<file path="config.mk">
export PLATFORM = sky130hd
export DESIGN_NAME = boot_run_ctrl_flat
export DESIGN_NICKNAME = d
export VERILOG_FILES = /design/src/rtl/boot_run_ctrl_pkg.sv /design/src/rtl/boot_run_ctrl_if.sv /design/src/rtl/boot_run_ctrl_run_counter.sv /design/src/rtl/boot_run_ctrl.sv /design/src/flat_wrapper.sv
export SDC_FILE = /design/constraint.sdc
export NUM_CORES = 1
export LEC_CHECK = 0
export ABC_AREA = 1
export CAP_MARGIN = 5
export CORE_ASPECT_RATIO = 0.75
export CORE_MARGIN = 3
export CORE_UTILIZATION = 43
export DETAILED_ROUTE_END_ITERATION = 8
export PLACE_DENSITY_LB_ADDON = 0.25
export SYNTH_ARGS = -nofsm -noshare
export SYNTH_HDL_FRONTEND = slang
export SYNTH_SLANG_ARGS = --single-unit
</file>
<file path="constraint.sdc">
create_clock -name clk -period 1.9 [get_ports clk]
set_clock_uncertainty 0.15 [all_clocks]
set_input_delay 0.19 -clock clk [delete_from_list [all_inputs] [get_ports clk]]
set_output_delay 0.19 -clock clk [all_outputs]
set_load 0.02 [all_outputs]
</file>
<file path="src/rtl/boot_run_ctrl_pkg.sv">
// Shared types and default widths for the boot-and-run sequencer.
package boot_run_ctrl_pkg;

    localparam int unsigned ADDR_W_DEF     = 6;
    localparam int unsigned DATA_W_DEF     = 32;
    localparam int unsigned CYC_W_DEF      = 16;
    localparam int unsigned RST_CYCLES_DEF = 2;

    typedef enum logic [1:0] {
        ST_IDLE = 2'd0,
        ST_LOAD = 2'd1,
        ST_RUN  = 2'd2,
        ST_DONE = 2'd3
    } state_e;

endpackage

</file>
<file path="src/rtl/boot_run_ctrl_if.sv">
// Harness-side bundle: program load stream, imem write port, processor controls, status.
interface boot_run_ctrl_if
    import boot_run_ctrl_pkg::*;
#(
    parameter int unsigned ADDR_W = ADDR_W_DEF,
    parameter int unsigned DATA_W = DATA_W_DEF,
    parameter int unsigned CYC_W  = CYC_W_DEF
);
    logic              start;
    logic              ld_valid;
    logic              ld_ready;
    logic [DATA_W-1:0] ld_data;
    logic              ld_last;
    logic              imem_we;
    logic [ADDR_W-1:0] imem_addr;
    logic [DATA_W-1:0] imem_wdata;
    logic              proc_reset;
    logic              proc_run;
    logic              halt_req;
    logic [CYC_W-1:0]  cycle_budget;
    logic [CYC_W-1:0]  cycles;
    logic              done;
    logic              err;

    modport master (
        output start, ld_valid, ld_data, ld_last, halt_req, cycle_budget,
        input  ld_ready, imem_we, imem_addr, imem_wdata, proc_reset, proc_run,
               cycles, done, err
    );

    modport slave (
        input  start, ld_valid, ld_data, ld_last, halt_req, cycle_budget,
        output ld_ready, imem_we, imem_addr, imem_wdata, proc_reset, proc_run,
               cycles, done, err
    );

endinterface

</file>
<file path="src/rtl/boot_run_ctrl_run_counter.sv">
// Reset-phase down-counter plus executed-cycle up-counter with budget compare.
module boot_run_ctrl_run_counter #(
    parameter int unsigned CYC_W      = 16,
    parameter int unsigned RST_CYCLES = 2
) (
    input  logic             clk,
    input  logic             rst_n,
    input  logic             clear,
    input  logic             en,
    input  logic [CYC_W-1:0] budget,
    output logic             in_reset,
    output logic             hit,
    output logic [CYC_W-1:0] count
);
    localparam int unsigned RST_W = (RST_CYCLES > 1) ? $clog2(RST_CYCLES) : 1;

    logic [RST_W-1:0] rst_cnt_q, rst_cnt_d;
    logic             in_reset_q, in_reset_d;
    logic [CYC_W-1:0] count_q, count_d;
    logic [CYC_W-1:0] budget_q, budget_d;

    always_comb begin
        rst_cnt_d  = rst_cnt_q;
        in_reset_d = in_reset_q;
        count_d    = count_q;
        budget_d   = budget_q;
        if (clear) begin
            rst_cnt_d  = RST_W'(RST_CYCLES - 1);
            in_reset_d = 1'b1;
            count_d    = '0;
            budget_d   = budget;
        end else if (en) begin
            if (in_reset_q) begin
                if (rst_cnt_q == '0) in_reset_d = 1'b0;
                else                 rst_cnt_d  = rst_cnt_q - RST_W'(1);
            end else begin
                count_d = count_q + CYC_W'(1);
            end
        end
    end

    // Fires in the cycle whose completion makes count reach the budget,
    // so the run stops after exactly budget executed cycles.
    always_comb begin
        if (in_reset_q) hit = en && (rst_cnt_q == '0) && (budget_q == '0);
        else            hit = en && ((count_q + CYC_W'(1)) == budget_q);
    end

    always_ff @(posedge clk or negedge rst_n) begin
        if (!rst_n) begin
            rst_cnt_q  <= '0;
            in_reset_q <= 1'b0;
            count_q    <= '0;
            budget_q   <= '0;
        end else begin
            rst_cnt_q  <= rst_cnt_d;
            in_reset_q <= in_reset_d;
            count_q    <= count_d;
            budget_q   <= budget_d;
        end
    end

    assign in_reset = in_reset_q;
    assign count    = count_q;

endmodule

</file>
<file path="src/rtl/boot_run_ctrl.sv">
// Boot-and-run sequencer: streams a program into imem, then resets, runs and freezes the core.
module boot_run_ctrl
    import boot_run_ctrl_pkg::*;
#(
    parameter int unsigned ADDR_W     = ADDR_W_DEF,
    parameter int unsigned DATA_W     = DATA_W_DEF,
    parameter int unsigned CYC_W      = CYC_W_DEF,
    parameter int unsigned RST_CYCLES = RST_CYCLES_DEF
) (
    input  logic           clk,
    input  logic           reset,
    boot_run_ctrl_if.slave bus
);
    localparam logic [ADDR_W-1:0] PTR_MAX = '1;

    state_e            state_q, state_d;
    logic [ADDR_W-1:0] ptr_q, ptr_d;
    logic [ADDR_W-1:0] addr_q, addr_d;
    logic [DATA_W-1:0] wdata_q, wdata_d;
    logic              we_q, we_d;
    logic              done_q, done_d;
    logic              err_q, err_d;

    logic              start_ok;
    logic              rc_in_reset;
    logic              rc_hit;
    logic [CYC_W-1:0]  rc_count;

    assign start_ok = bus.start && ((state_q == ST_IDLE) || (state_q == ST_DONE));

    always_comb begin
        state_d = state_q;
        ptr_d   = ptr_q;
        addr_d  = addr_q;
        wdata_d = wdata_q;
        we_d    = 1'b0;
        done_d  = done_q;
        err_d   = err_q;
        case (state_q)
            ST_IDLE, ST_DONE: begin
                if (start_ok) begin
                    state_d = ST_LOAD;
                    ptr_d   = '0;
                    done_d  = 1'b0;
                    err_d   = 1'b0;
                end
            end
            ST_LOAD: begin
                if (bus.ld_valid) begin
                    we_d    = 1'b1;
                    addr_d  = ptr_q;
                    wdata_d = bus.ld_data;
                    ptr_d   = ptr_q + ADDR_W'(1);
                    if (bus.ld_last) begin
                        state_d = ST_RUN;
                    end else if (ptr_q == PTR_MAX) begin
                        err_d   = 1'b1;
                        state_d = ST_DONE;
                    end
                end
            end
            ST_RUN: begin
                if (rc_hit || bus.halt_req) begin
                    state_d = ST_DONE;
                    done_d  = 1'b1;
                end
            end
            default: state_d = ST_IDLE;
        endcase
    end

    always_ff @(posedge clk or negedge reset) begin
        if (!reset) begin
            state_q <= ST_IDLE;
            ptr_q   <= '0;
            addr_q  <= '0;
            wdata_q <= '0;
            we_q    <= 1'b0;
            done_q  <= 1'b0;
            err_q   <= 1'b0;
        end else begin
            state_q <= state_d;
            ptr_q   <= ptr_d;
            addr_q  <= addr_d;
            wdata_q <= wdata_d;
            we_q    <= we_d;
            done_q  <= done_d;
            err_q   <= err_d;
        end
    end

    boot_run_ctrl_run_counter #(
        .CYC_W      (CYC_W),
        .RST_CYCLES (RST_CYCLES)
    ) u_run_counter (
        .clk      (clk),
        .rst_n    (reset),
        .clear    (start_ok),
        .en       (state_q == ST_RUN),
        .budget   (bus.cycle_budget),
        .in_reset (rc_in_reset),
        .hit      (rc_hit),
        .count    (rc_count)
    );

    // Core reset is released only in RUN after the reset phase, and stays
    // released in DONE after a completed run so its state can be inspected.
    assign bus.proc_reset = (state_q == ST_RUN) ? rc_in_reset
                                                : !((state_q == ST_DONE) && done_q);
    assign bus.proc_run   = (state_q == ST_RUN);
    assign bus.ld_ready   = (state_q == ST_LOAD);
    assign bus.imem_we    = we_q;
    assign bus.imem_addr  = addr_q;
    assign bus.imem_wdata = wdata_q;
    assign bus.cycles     = rc_count;
    assign bus.done       = done_q;
    assign bus.err        = err_q;

endmodule

</file>
<file path="src/flat_wrapper.sv">
// flat-port wrapper written by rule: the top's interface ports become plain ports
module boot_run_ctrl_flat import boot_run_ctrl_pkg::*;
#(
    parameter int unsigned ADDR_W     = ADDR_W_DEF,
    parameter int unsigned DATA_W     = DATA_W_DEF,
    parameter int unsigned CYC_W      = CYC_W_DEF,
    parameter int unsigned RST_CYCLES = RST_CYCLES_DEF
)
  (clk, reset, bus_start, bus_ld_valid, bus_ld_data, bus_ld_last, bus_halt_req, bus_cycle_budget, bus_ld_ready, bus_imem_we, bus_imem_addr, bus_imem_wdata, bus_proc_reset, bus_proc_run, bus_cycles, bus_done, bus_err);
  boot_run_ctrl_if #(.ADDR_W(ADDR_W), .DATA_W(DATA_W), .CYC_W(CYC_W)) bus_i ();
  input  logic clk;
  input  logic reset;
  input wire logic [$bits(bus_i.start)-1:0] bus_start;
  input wire logic [$bits(bus_i.ld_valid)-1:0] bus_ld_valid;
  input wire logic [$bits(bus_i.ld_data)-1:0] bus_ld_data;
  input wire logic [$bits(bus_i.ld_last)-1:0] bus_ld_last;
  input wire logic [$bits(bus_i.halt_req)-1:0] bus_halt_req;
  input wire logic [$bits(bus_i.cycle_budget)-1:0] bus_cycle_budget;
  output wire logic [$bits(bus_i.ld_ready)-1:0] bus_ld_ready;
  output wire logic [$bits(bus_i.imem_we)-1:0] bus_imem_we;
  output wire logic [$bits(bus_i.imem_addr)-1:0] bus_imem_addr;
  output wire logic [$bits(bus_i.imem_wdata)-1:0] bus_imem_wdata;
  output wire logic [$bits(bus_i.proc_reset)-1:0] bus_proc_reset;
  output wire logic [$bits(bus_i.proc_run)-1:0] bus_proc_run;
  output wire logic [$bits(bus_i.cycles)-1:0] bus_cycles;
  output wire logic [$bits(bus_i.done)-1:0] bus_done;
  output wire logic [$bits(bus_i.err)-1:0] bus_err;
  assign bus_i.start = bus_start;
  assign bus_i.ld_valid = bus_ld_valid;
  assign bus_i.ld_data = bus_ld_data;
  assign bus_i.ld_last = bus_ld_last;
  assign bus_i.halt_req = bus_halt_req;
  assign bus_i.cycle_budget = bus_cycle_budget;
  assign bus_ld_ready = bus_i.ld_ready;
  assign bus_imem_we = bus_i.imem_we;
  assign bus_imem_addr = bus_i.imem_addr;
  assign bus_imem_wdata = bus_i.imem_wdata;
  assign bus_proc_reset = bus_i.proc_reset;
  assign bus_proc_run = bus_i.proc_run;
  assign bus_cycles = bus_i.cycles;
  assign bus_done = bus_i.done;
  assign bus_err = bus_i.err;
  boot_run_ctrl #(.ADDR_W(ADDR_W), .DATA_W(DATA_W), .CYC_W(CYC_W), .RST_CYCLES(RST_CYCLES)) u_core (.clk(clk), .reset(reset), .bus(bus_i));
endmodule
</file>
==> flow_summary.toml, run 1 <==
[global_route]
grt_pass1_vias = 4300
gr-usage-all-layers_pct = 24.1
grt_start_max_net_pins = 44
grt_overflow = 0
grt_pass1_wl_mm = 20.7
antenna_found_initial = 0

[run_status]
status = "finished with violations"
violations = "negative setup slack"

[clocking]
cts_sinks = 83
clk_pin_slew_ps = 60
ctsHtreeMaxLevel = 3
cts_buffer_depth = 2
cts_root_buffer = "clkbuf_16"
cts_buffers = 9
cts_tree = "yes"
clkLatencyLatePin_ps = 340

[finish]
seqCellArea_um2 = 2080
layout-drive-gt1-share_pct = 18.2
multi_input_area_um2 = 1860
diodes = 0
nFillCells = 668
fin_nets = 773
final_cell_mix = "nand2_1 (204), clkdlybuf4s50_1 (108), dfrtp_1 (79)"
area_growth_pct = 55.8
final_common_cell = "nand2_1"

[worst_setup_path]
cp_num_buf_inv = 0
cp-startpoint = "u_core.u_run_counter.count[1]$_DFFE_PN0P_"
start_kind = "flip-flop"
critPathRequiredTime_ps = 1980
crit_family = "simple AND/OR/NAND/NOR gates"
regToRegEndpoint = "u_core.state_q[0]$_DFFE_PN0P_"
r2r-start = "u_core.u_run_counter.count[1]$_DFFE_PN0P_"
crit_path_frequent_cell = "nand2_1"
worstSetupPathType = "flip-flop to flip-flop"
max_stage_delay_ps = 420
cp.arrival_ps = 2180
crit_cells = 14
crit_chain = "ha_4 > nand2_4 > nor2_4 > nand3_1 > nand2_1 > nand3_1 > nand2_1 > nand3_1 > nor2_1 > nand2_1 > nand2_2 > nand2_2 > nand2_1 > nand2_1"
cp_max_fo = 5
worst_setup_path_end_kind = "flip-flop"
worst_r2r_path_depth = 14
critPathCapture = "u_core.state_q[0]$_DFFE_PN0P_"
critPathSlowestCell = "dfrtp_2"
r2r_slack_ps = -200

[placed_design]
io_buffers = 113
place_ws_ps = -241
post-dp-hpwl_mm = 9.06
gp_congestion = 0.933

[yosys]
synth_warnings = 0
syn_area_um2 = 4040
seq_area_frac_synth_pct = 51.4
ys_types = 25
synth_area_leader_cell = "dfrtp_1"
synth_flop_cell = "dfrtp_1"
synthCells = 531
synth_top_area_share_pct = 51.4
synth_area_leaders = "dfrtp_1 (51%), nand2_1 (20%), nand3_1 (6.2%)"
synthArstFlopShare_pct = 100
ys_ff_latch = 83
syn_area_per_cell_um2 = 7.61
synth_edf_count = 0
syn_nets = 590

[floorplanning]
ios = 114
start_util_pct = 46.0
placementRows = 29
die_area_um2 = 10600
coreArea_um2 = 8780
dieWidth_um = 118
fp.dieH_um = 90.0

[route]
drt_wl_total_mm = 12.7
via_per_inst = 5.10
dr.pass1.iters = 5
drtIter0Drc = 341
drc = 0
routedWlPerCell_um = 15.1
postRouteAntennaNets = 0
num_vias = 4297

[hold_path]
hp-class = "input port to async pin"

[flow_run]
drv_cap = 0

[timing]
setup_viol = 5
finalMaxSlewViolations = 0
hold_violations = 0
worst_pin_slew_ps = 416
slew_headroom_pct = 72.3
holdWs_ps = 83.2
final.min_clock_period_ps = 2100
rsz0062_at_grt = "true"
post-route-period-util_pct = 110
timing.final.ws_setup_ps = -195
fin_setup_tns_ps = -693
max_freq_mhz = 477

[power]
p_leak_nw = 3.01
power_density_nw_per_um2 = 1390
ir_drop_mv = 0.862
-- logic make-up after synthesis --
kind of cell	after synthesis	share of synthesized area, %
adder cells (fa/ha/maj)	5	1.55
AO/OA/AOI/OAI	47	6.22
XOR/XNOR	4	1.21
AND/OR/NAND/NOR	322	33.1
flip-flops	83	51.4
buffers and inverters	70	6.50
-- sequential cells by signal (all words and copies together), names as in the netlist --
signal and flops:
u_core.bus.err 1, u_core.state_q 2, u_core.u_run_counter.count 16, u_core.u_run_counter.budget_q 16, u_core.u_run_counter.rst_cnt_q 1, u_core.bus.imem_addr 6, u_core.bus.done 1, u_core.bus.imem_we 1
u_core.u_run_counter.in_reset 1, u_core.ptr_q 6, u_core.bus.imem_wdata 32
-- Yosys cell counts (2+ instances only) --
library cell  count
nor3_1            7
xor2_1            2
nor2_2            5
nor4_1            3
o22ai_1           7
nand4_1           8
nand2_2           2
nand3_1          50
o21ai_0          34
inv_1            58
ha_1              5
a31oi_1           3
clkbuf_1         10
dfrtp_1          83
nor2_1           32
nand2_1         213
-- worst register-to-register path: stages (launching register included) --
cell     delay [ps]
dfrtp_2         420
ha_4            190
nand2_4          70
nor2_4          180
nand3_1         120
nand2_1         120
nand3_1          90
nand2_1          70
nand3_1          90
nor2_1          120
nand2_1          70
nand2_2         110
nand2_2          70
nand2_1          70
nand2_1          50
-- worst min-delay path by stage --
stage	from	end	slack, ps
finish	reset	u_core.u_run_counter.count[9]$_DFFE_PN0P_	80
global route	reset	u_core.u_run_counter.budget_q[9]$_DFFE_PN0P_	80
CTS	reset	u_core.u_run_counter.budget_q[9]$_DFFE_PN0P_	80
detailed placement	reset	u_core.u_run_counter.count[12]$_DFFE_PN0P_	-110
global placement	reset	u_core.u_run_counter.count[12]$_DFFE_PN0P_	-110
floorplan	reset	u_core.bus.done$_DFFE_PN0P_	-260
-- cell type report --
type | instances | share of cell area, %
clock buffers | 13 | 3.98
clock inverters | 2 | 0.596
inverters | 59 | 3.66
multi-input cells | 378 | 29.5
flip-flops and latches | 83 | 33.1
well taps | 124 | 2.46
repair buffers | 183 | 26.7
-- power by group --
group          internal (mW)  switching (mW)  total (mW)
Sequential              2.39           0.443        2.83
Clock                   1.05           0.680        1.73
Combinational           1.87            2.32        4.19
-- per-layer routing --
layer / vias up / share of wire [%] / GRT usage, %
met2: 183 / 48 / 39.4
met1: 2026 / 43 / 31.2
li1: 2062 / - / -
met5: - / 0 / 0
met3: 26 / 7.3 / 6.27
met4: 0 / 2.1 / 8.78
-- what timing repair did --
action,4_1_cts,5_1_grt
setup endpoints to repair,8,47
setup buffers,8,3
endpoints found under the hold margin,83,0
hold buffers,1,0
gates resized for setup,20,30
pin swaps,14,12
-- stage by stage --
step / utilization (%) / area, um^2 / cells / total power, mW
after floorplan: - / 4110 / 531 / 4.77
after detailed placement: 66.2 / 5820 / 816 / 6.61
after global placement: 66.2 / 5820 / 816 / 6.51
after CTS: 70.6 / 6200 / 840 / 8.55
after global routing: 71.7 / 6290 / 842 / 9.32
final: 71.7 / 6290 / 842 / 8.75
(Power assumes the default switching activity.)
==> run 2: changes to the inputs <==
--- a/config.mk
+++ b/config.mk
@@ -9,8 +9,9 @@
 export CAP_MARGIN = 5
 export CORE_ASPECT_RATIO = 0.75
 export CORE_MARGIN = 3
-export CORE_UTILIZATION = 43
+export CORE_UTILIZATION = 50
 export DETAILED_ROUTE_END_ITERATION = 8
+export DONT_BUFFER_PORTS = 1
 export PLACE_DENSITY_LB_ADDON = 0.25
 export SYNTH_ARGS = -nofsm -noshare
 export SYNTH_HDL_FRONTEND = slang
==> flow_summary.toml, run 2 (synthesis results as in run 1) <==
[global_route]
grt_start_max_net_pins = 84
antenna_found_initial = 0
grt_pass1_vias = 3907
grt_pass1_wl_mm = 18.7
grt_overflow = 0
gr-usage-all-layers_pct = 25.9

[finish]
final_util_pct = 73.3
final_cell_count_no_fill = 759
area_growth_pct = 38.0
layout-drive-gt1-share_pct = 19.8
final_cell_mix = "nand2_1 (207), dfrtp_1 (80), buf_4 (66)"
final_common_cell = "nand2_1"
fin_nets = 712
largest_register_ffs = 32
diodes = 0

[timing]
finalMaxSlewViolations = 0
setup_viol = 4
worst_pin_slew_ps = 352
max_freq_mhz = 488
hold_violations = 83
slew_headroom_pct = 76.5
timing.final.ws_setup_ps = -150
rsz0062_at_grt = "true"
holdWs_ps = -627
final.min_clock_period_ps = 2050
post-route-period-util_pct = 108

[worst_setup_path]
worst_r2r_path_depth = 14
start_kind = "flip-flop"
crit_path_frequent_cell = "nand2_1"
r2r_slack_ps = -150
cp_max_fo = 5
max_stage_delay_ps = 440
cp.arrival_ps = 2140
worst_setup_path_end_kind = "flip-flop"
crit_chain = "ha_4 > nand2_4 > nor2_4 > nand3_2 > nand2_1 > nand3_1 > nand2_2 > nand3_2 > nor2_1 > nand2_1 > nand2_2 > nand2_1 > nand2_1 > nand2_1"
critPathSlowestCell = "dfrtp_2"
regToRegEndpoint = "u_core.bus.done$_DFFE_PN0P_"
r2r-start = "u_core.u_run_counter.count[0]$_DFFE_PN0P_"
worstSetupPathType = "flip-flop to flip-flop"
critPathRequiredTime_ps = 1990

[run_status]
status = "finished with violations"
violations = "negative hold slack, negative setup slack"

[placed_design]
gp_congestion = 0.900
post-dp-hpwl_mm = 8.04
io_buffers = 0
placed_cells = 687
place_ws_ps = -194

[route]
drtIter0Drc = 242
dr.pass1.iters = 5
postRouteAntennaNets = 0
routedWlPerCell_um = 15.4
num_vias = 3971
drt_wl_total_mm = 11.7
drc = 0
via_per_inst = 5.23

[clocking]
clkLatencyLatePin_ps = 350
cts-hold-fix-buffers = 51
cts_buffers = 9
cts_root_buffer = "clkbuf_8"
cts_tree = "yes"
cts_buffer_depth = 2
clk_pin_slew_ps = 90
ctsHtreeMaxLevel = 3
cts_sinks = 83

[power]
ir_drop_mv = 1.12
power_mw = 7.32
p_leak_nw = 2.76
power_density_nw_per_um2 = 1310

[floorplanning]
dieWidth_um = 110
die_area_um2 = 9210
coreArea_um2 = 7600
ios = 114
start_util_pct = 53.2
placementRows = 27
fp.dieH_um = 83.9

[flow_run]
drv_cap = 0

[hold_path]
hp-class = "input port to async pin"
==> run 2: critical path: cells and delay by family (launching register included) <==
kind / cells / cell delay, ps
adder cells (fa/ha/maj): 1 / 180
AND/OR/NAND/NOR: 13 / 1160
flip-flops: 1 / 440
==> run 2: what timing repair did <==
| action | CTS | global route |
|---|---|---|
| gates cloned | 0 | 0 |
| hold endpoints to repair | 136 | 83 |
| resized for setup | 15 | 15 |
| pin swaps | 2 | 6 |
| buffers inserted | 2 | 5 |
| endpoints found under the setup margin | 6 | 11 |
==> run 2: worst max path at each step <==
stage | startpoint | end | slack, ps | cells past startpoint
floorplan | u_core.u_run_counter.count[0]$_DFFE_PN0P_ | u_core.state_q[1]$_DFFE_PN0P_ | -10 | 14
global placement | u_core.state_q[0]$_DFFE_PN0P_ | u_core.bus.done$_DFFE_PN0P_ | -130 | 15
detailed placement | u_core.state_q[0]$_DFFE_PN0P_ | u_core.bus.done$_DFFE_PN0P_ | -190 | 15
CTS | u_core.state_q[0]$_DFFE_PN0P_ | u_core.ptr_q[4]$_DFFE_PN0P_ | -130 | 13
global route | u_core.u_run_counter.count[2]$_DFFE_PN0P_ | u_core.bus.done$_DFFE_PN0P_ | -370 | 16
finish | u_core.u_run_counter.count[0]$_DFFE_PN0P_ | u_core.bus.done$_DFFE_PN0P_ | -150 | 14
==> run 2: power by group <==
group / switching [mW] / leakage (nW) / total [mW] / internal [mW]
Clock: 0.648 / 0.106 / 1.29 / 0.644
Combinational: 1.58 / 1.59 / 2.71 / 1.12
Sequential: 0.939 / 1.06 / 3.32 / 2.38
Total: 3.17 / 2.76 / 7.32 / 4.15
==> run 2: final cells by class <==
class / count / area, um^2
timing repair buffer: 122 / 1090
inverter: 59 / 224
sequential: 83 / 2080
tap: 101 / 126
clock buffer: 10 / 138
fill: 568 / 2030
clock inverter: 6 / 62.6
multi-input combinational: 378 / 1860
==> run 2: stage by stage <==
stage | setup TNS [ps] | area (um^2)
global route | -1340 | 5580
floorplan | -40.7 | 4110
detailed placement | -710 | 4720
global placement | -383 | 4720
CTS | -540 | 5500
finish | -570 | 5580
==> run 2: routing by layer <==
layer	vias up	global-route usage, %	wire, um
li1	1934	-	-
met1	1844	34.8	5020
met2	170	39.9	5450
met3	23	7.89	1020
met4	0	7.93	204
met5	-	0	0
==> run 3: changes to the inputs <==
--- a/config.mk
+++ b/config.mk
@@ -9,9 +9,8 @@
 export CAP_MARGIN = 5
 export CORE_ASPECT_RATIO = 0.75
 export CORE_MARGIN = 3
-export CORE_UTILIZATION = 50
+export CORE_UTILIZATION = 40
 export DETAILED_ROUTE_END_ITERATION = 8
-export DONT_BUFFER_PORTS = 1
 export PLACE_DENSITY_LB_ADDON = 0.25
 export SYNTH_ARGS = -nofsm -noshare
 export SYNTH_HDL_FRONTEND = slang
==> flow_summary.toml, run 3 (synthesis results as in run 1) <==
[run_status]
status = "finished with violations"
violations = "negative setup slack"

[power]
p_leak_nw = 3.03
pwr-share-seq_pct = 32.2
p_int_mw = 5.39
power_density_nw_per_um2 = 1370
pwr-share-clk_pct = 23.0
power.share.switching_pct = 38.2
pwr-share-comb_pct = 44.8
netSwitchingPower_mw = 3.33
ir_drop_mv = 0.704

[placed_design]
dpl_cell_area_um2 = 5850
post-dp-hpwl_mm = 9.26
io_buffers = 113
place_ws_ps = -356
gp_congestion = 0.901

[finish]
final_common_cell = "nand2_1"
diodes = 0
largest_register_ffs = 32
layout-drive-gt1-share_pct = 18.8
stdcell_area_um2 = 6360
area_growth_pct = 57.4
final_cell_mix = "nand2_1 (208), clkdlybuf4s50_1 (109), dfrtp_1 (79)"
fin_nets = 774

[worst_setup_path]
cp_max_fo = 5
critPathCapture = "u_core.state_q[1]$_DFFE_PN0P_"
start_kind = "flip-flop"
r2r-start = "u_core.u_run_counter.count[2]$_DFFE_PN0P_"
critPathRequiredTime_ps = 2020
worst_setup_path_end_kind = "flip-flop"
cp.arrival_ps = 2240
r2r_slack_ps = -210
cp-startpoint = "u_core.u_run_counter.count[2]$_DFFE_PN0P_"
worstSetupPathType = "flip-flop to flip-flop"
worst_r2r_path_depth = 14
regToRegEndpoint = "u_core.state_q[1]$_DFFE_PN0P_"

[floorplanning]
fp.dieH_um = 93.1
die_area_um2 = 11400
placementRows = 31
dieWidth_um = 122
ios = 114
start_util_pct = 41.5
coreArea_um2 = 9740

[route]
drc = 0
wl_met2_mm = 5.83
via_per_inst = 4.99
wl_met1_mm = 5.38
dr.pass1.iters = 5
drtIter0Drc = 296
route.met3.wl_um = 934
top_layer = "met4"
num_vias = 4254
drt_wl_total_mm = 12.4
routedWlPerCell_um = 14.6
postRouteAntennaNets = 0

[timing]
worst_pin_slew_ps = 324
post-route-period-util_pct = 111
setup_viol = 4
fin_setup_tns_ps = -689
hold_violations = 0
slew_headroom_pct = 78.2
final.min_clock_period_ps = 2110
timing.final.ws_setup_ps = -213
rsz0062_at_grt = "true"
max_freq_mhz = 473
finalMaxSlewViolations = 0

[clocking]
cts_tree = "yes"
clkLatencyLatePin_ps = 340
cts_root_buffer = "clkbuf_16"
clk_pin_slew_ps = 60
ctsHtreeMaxLevel = 3
cts_buffers = 9
cts_buffer_depth = 2
cts_sinks = 83

[global_route]
grt_overflow = 0
antenna_found_initial = 0
gr-usage-all-layers_pct = 22.7
grt_pass1_vias = 4239
grt_pass1_wl_mm = 20.4
grt_start_max_net_pins = 31

[flow_run]
drv_cap = 0

[hold_path]
hp-class = "input port to async pin"
-- run 3: power groups by stage --
stage	registers [mW]	clock network (mW)	logic, mW
detailed placement	2.81	0	3.78
floorplan	3.21	0	1.56
finish	2.81	2.00	3.91
global route	2.88	2.12	4.33
CTS	2.81	2.04	3.87
global placement	2.80	0	3.68
-- run 3: final cells by class --
class / count / area (um^2)
fill: 812 / 3380
sequential: 83 / 2080
timing repair buffer: 184 / 1700
multi-input combinational: 378 / 1850
clock buffer: 9 / 225
inverter: 59 / 224
clock inverter: 7 / 116
tap: 132 / 165
-- run 3: how the worst min path moves through the flow --
stage | slack [ps] | endpoint
after detailed placement | -40 | u_core.bus.imem_wdata[20]$_DFFE_PN0P_
final | 150 | u_core.bus.imem_wdata[20]$_DFFE_PN0P_
after global routing | 180 | u_core.bus.imem_wdata[20]$_DFFE_PN0P_
after CTS | 140 | u_core.bus.imem_wdata[20]$_DFFE_PN0P_
after global placement | -40 | u_core.bus.imem_wdata[20]$_DFFE_PN0P_
after floorplan | -260 | u_core.bus.done$_DFFE_PN0P_
-- run 3: worst max-delay path: stages, from the launching register on --
cell     delay, ps
dfrtp_2        440
nand3_2        160
nor2_4         200
buf_4          140
buf_4          100
nand4_1        140
nand3_1        140
nand2_1         60
nand3_1        110
nor2_1          50
nand2_1         70
nand2_2         80
nand2_2         80
nand2_1         60
nand2_1         50
-- run 3: per-stage QoR --
stage	power, mW	hold slack, ps	instances	utilization, %
2_1_floorplan	4.77	-256	531	-
3_3_place_gp	6.48	-42.8	826	60.1
3_5_place_dp	6.59	-37.6	826	60.1
4_1_cts	8.71	143	848	64.6
5_1_grt	9.33	179	852	65.3
6_report	8.72	149	852	65.3
-- run 3: per-layer routing --
layer  global-route usage (%)  vias to the layer above
met1                     30.0                     2005
li1                         -                     2062
met5                        0                        -
met4                     8.11                        0
met2                     36.8                      159
met3                     5.26                       28
-- run 3: repair_timing --
| item | in CTS | in global routing |
|---|---|---|
| cloned | 0 | 0 |
| pin swaps | 17 | 7 |
| endpoints found under the setup margin | 8 | 15 |
| gates resized for setup | 26 | 17 |
| setup buffers | 5 | 4 |
| endpoints found under the hold margin | 83 | 0 |
| hold buffers | 1 | 0 |
